### src/rtl/pad_step_scanner.sv
// Tempo-driven 8-step scanner: produces the pad decoder step index, the hit
// status of the current step, and one-cycle advance/wrap pulses.
module pad_step_scanner #(
  parameter int DIV_W = 16
) (
  input  logic             CLK,
  input  logic             RST,
  input  logic             Run,
  input  logic             StepReq,
  input  logic             Dir,
  input  logic [2:0]       Len,
  input  logic [DIV_W-1:0] Period,
  input  logic             PadWr,
  input  logic [2:0]       PadSel,
  input  logic             PadVal,
  output logic [2:0]       Step,
  output logic             Tick,
  output logic             Wrap,
  output logic             Hit,
  output logic             Busy
);

  typedef enum logic {STOP = 1'b0, RUN = 1'b1} state_t;

  localparam logic [DIV_W-1:0] DIV_ONE = {{(DIV_W-1){1'b0}}, 1'b1};

  state_t           state, state_nxt;
  logic [DIV_W-1:0] div, div_nxt;
  logic [7:0]       pattern;
  logic             adv;
  logic             adv_wrap;
  logic [2:0]       step_nxt;

  // Returns {wrap, next_step}; a step beyond Len re-enters the loop via the wrap rule.
  function automatic logic [3:0] next_step(input logic [2:0] cur,
                                           input logic [2:0] len,
                                           input logic       dir);
    logic [3:0] r;
    if (!dir) begin
      if (cur >= len) r = {1'b1, 3'd0};
      else            r = {1'b0, cur + 3'd1};
    end else begin
      if (cur == 3'd0 || cur > len) r = {1'b1, len};
      else                          r = {1'b0, cur - 3'd1};
    end
    return r;
  endfunction

  always_ff @(posedge CLK or posedge RST) begin
    if (RST) state <= STOP;
    else     state <= state_nxt;
  end

  always_comb begin
    state_nxt = state;
    case (state)
      STOP:    if (Run)  state_nxt = RUN;
      RUN:     if (!Run) state_nxt = STOP;
      default: state_nxt = STOP;
    endcase
  end

  // StepReq only counts while stopped and not simultaneously starting a run.
  always_comb begin
    adv     = 1'b0;
    div_nxt = '0;
    case (state)
      STOP: adv = !Run && StepReq;
      RUN: begin
        adv     = (div >= Period);
        div_nxt = (!Run || adv) ? '0 : div + DIV_ONE;
      end
      default: adv = 1'b0;
    endcase
    {adv_wrap, step_nxt} = next_step(Step, Len, Dir);
  end

  always_ff @(posedge CLK or posedge RST) begin
    if (RST) begin
      div     <= '0;
      Step    <= 3'd0;
      pattern <= 8'd0;
      Tick    <= 1'b0;
      Wrap    <= 1'b0;
    end else begin
      div  <= div_nxt;
      Tick <= adv;
      Wrap <= adv && adv_wrap;
      if (adv)   Step            <= step_nxt;
      if (PadWr) pattern[PadSel] <= PadVal;
    end
  end

  assign Busy = (state == RUN);
  assign Hit  = pattern[Step];

endmodule
### config.mk
export PLATFORM = sky130hd
export DESIGN_NAME = pad_step_scanner
export DESIGN_NICKNAME = d
export VERILOG_FILES = /design/src/rtl/pad_step_scanner.sv
export SDC_FILE = /design/constraint.sdc
export NUM_CORES = 1
export LEC_CHECK = 0
export CORE_MARGIN = 5
export CORE_UTILIZATION = 30
export DETAILED_ROUTE_END_ITERATION = 16
export SYNTH_ARGS = -nofsm -noshare
export SYNTH_HDL_FRONTEND = slang
export SYNTH_SLANG_ARGS = --single-unit
### constraint.sdc
create_clock -name CLK -period 2.7 [get_ports CLK]
set_input_delay 0.27 -clock CLK [delete_from_list [all_inputs] [get_ports CLK]]
set_output_delay 0.27 -clock CLK [all_outputs]
set_load 0.05 [all_outputs]
==> flow_summary.yaml <==
run_status:
  status: "completed"
drt:
  drt_iter0_markers: 54
  final_antenna_net_count: 0
  finalWirelength_um: 4041
  dr.pass1.iters: 4
  vias: 1527
  wl_per_cell_um: 12.36
  drc: 0
  avgViaCountPerCell: 4.670
timing:
  setup_viol: 0
  final-hold-violation-count: 0
  layout_setup_ws_ps: 201.6
  slew_headroom_pct: 66.71
  tightest_slew_ps: 497.7
  rsz0062_at_grt: "false"
  fmax_ghz: 0.4003
  slew_viol_final: 0
  clock_skew_ps: 12.36
  worst_hold_slack_ps: 359.5
  fin_crit_ps: 2498
  final.setup.tns_ps: 0
  fin_crit_sh_pct: 92.53
worst_setup_path:
  cp-start-kind: "flop"
  crit_required_ps: 2430
  worstPathMaxFanout: 7
  crit_arrival_ps: 2230
  cp_top_family: "buffers and inverters"
  end_kind: "output port"
  critPathMostFrequentCell: "nand2_1"
  slowest_delay_ps: 700
  path_cells: "mux4_2 -> nand2_1 -> nand2_1 -> clkdlybuf4s50_1"
  crit_type: "reg2out"
  cp_slowest_cell: "clkdlybuf4s50_1"
  crit_buf_inv: 1
global_routing:
  grt_max_degree: 31
  grt_pass1_vias: 1569
  grt_pass1_wl_um: 7058
  grt-ovfl-total: 0
  track_usage_pct: 10.26
  antenna_found_initial: 0
yosys:
  netlist_area_um2: 1998
  yosysTopAreaCellShare_pct: 37.57
  ys_warn_count: 0
  synth_edf_count: 0
  postSynth.asyncResetShare_pct: 100.0
  yosysMostFrequentCell: "dfrtp_1"
  netlist_instances: 208
  ys.flop_type: "dfrtp_1"
  synth_common_cells: "dfrtp_1, inv_1, ha_1, nor2_1, nand2_1"
  ys_seq_area_share_pct: 37.57
  synth.distinct_cells: 40
  syn-num-nets: 260
  syn_avg_cell_area_um2: 9.607
  synth_area_leaders: "dfrtp_1, ha_1, inv_1"
  synth_top_cell_by_area: "dfrtp_1"
  synth-seq-cells: 30
power_and_ir_drop:
  p_leak_uw: 0.001163
  total_power_uw: 1736
  p_per_area_nw_per_um2: 679.3
  worst_ir_drop_vdd_v: 0.0004643
finish:
  finalNetCount: 302
  n_antenna_cell: 0
  fin_util_pct: 39.80
  final_layout_size_suffix_gt1_share_pct: 10.00
  area_growth_pct: 27.93
place:
  io_buffers: 35
  pre_cts_ws_ps: 132.6
  place_congestion: 0.8333
  hpwl_um: 3099
clock_tree:
  clk_latency_ps: 280
  clk_pin_slew_ps: 70
  cts_root_buf: "clkbuf_8"
  cts.sinks: 30
  clk_path_buf_depth: 2
  post_cts_resized: 0
  post_cts_buffers: 0
  cts_buffers: 5
  htreeDepth: 2
  cts_hold_buf: 0
  cts_tree: "built"
run:
  drv_cap: 0
die:
  fp.dieW_um: 91.61
  die-height_um: 91.61
  fp.coreArea_um2: 6422
  ioPinCount: 36
  rows: 29
  initial_core_util_pct: 31.11
  die_area_um2: 8392
hold_path:
  hp-class: "in2async"
-- layout by cell type, fill, tap and decap left out, types with 7 or more instances in the layout --
| cell type | instances |
|---|---|
| nand3_1 | 9 |
| xor2_1 | 8 |
| ha_1 | 23 |
| inv_1 | 29 |
| nor2_1 | 23 |
| clkdlybuf4s50_1 | 35 |
| xnor2_1 | 7 |
| nand2_1 | 14 |
| dfrtp_1 | 30 |
| mux2_2 | 8 |
-- area by class of cell --
class,count,area (um2)
Fill cell,623,3866
Multi-Input combinational cell,147,1122
Inverter,29,108.9
Sequential cell,30,750.7
Tap cell,77,96.34
Clock buffer,6,82.58
Timing Repair Buffer,37,365.4
Clock inverter,1,30.03
-- cell families after synthesis --
logic type / share of synthesized area (%)
XOR/XNOR: 6.575
multiplexers: 8.266
AO/OA/AOI/OAI: 9.832
AND/OR/NAND/NOR: 17.09
adder cells (fa/ha/maj): 14.40
flip-flops: 37.57
buffers and inverters: 6.261
-- metrics by stage --
stage                     cell area [um2]  cells
final                                2556    327
after global routing                 2556    327
after CTS                            2556    327
after detailed placement             2444    320
after global placement               2444    320
after floorplan                      1998    208
-- sequential cells by signal, summed over array words and instances, names as in the netlist --
register	count
Wrap	1
Step	3
Busy	1
div	16
Tick	1
pattern	8
-- per-layer routing --
layer	up-vias	share of wire [%]	wire length, um	GRT usage [%]
met5	-	0	0	0
met1	703	48	1931	12.90
met3	7	5.5	221	3.355
met4	0	1.3	51	3.392
li1	791	-	-	-
met2	26	45	1837	16.62
-- worst min-delay path: cells and delay by family --
family | cells | cell delay [ps]
buf+inv | 3 | 790
-- power breakdown --
group / internal, uW / switching, uW
clock network: 295 / 167
registers: 504 / 71.5
logic: 316 / 382
total: 1120 / 621
-- final timing paths --
| kind | start | to | slack (ps) | cells past startpoint |
|---|---|---|---|---|
| max | Step[0]$_DFFE_PP0P_ | Hit | 200 | 4 |
| min | RST | div[1]$_DFF_PP0_ | 360 | 3 |
| max reg2reg | div[0]$_DFF_PP0_ | Step[1]$_DFFE_PP0P_ | 410 | 8 |
| min reg2reg | pattern[2]$_DFFE_PP0P_ | pattern[2]$_DFFE_PP0P_ | 500 | 1 |
| max in group asynchronous | RST | div[2]$_DFF_PP0_ | 2050 | 3 |
| min in group CLK | pattern[2]$_DFFE_PP0P_ | pattern[2]$_DFFE_PP0P_ | 500 | 1 |
No activity file was read; power rests on OpenSTA's default activity.
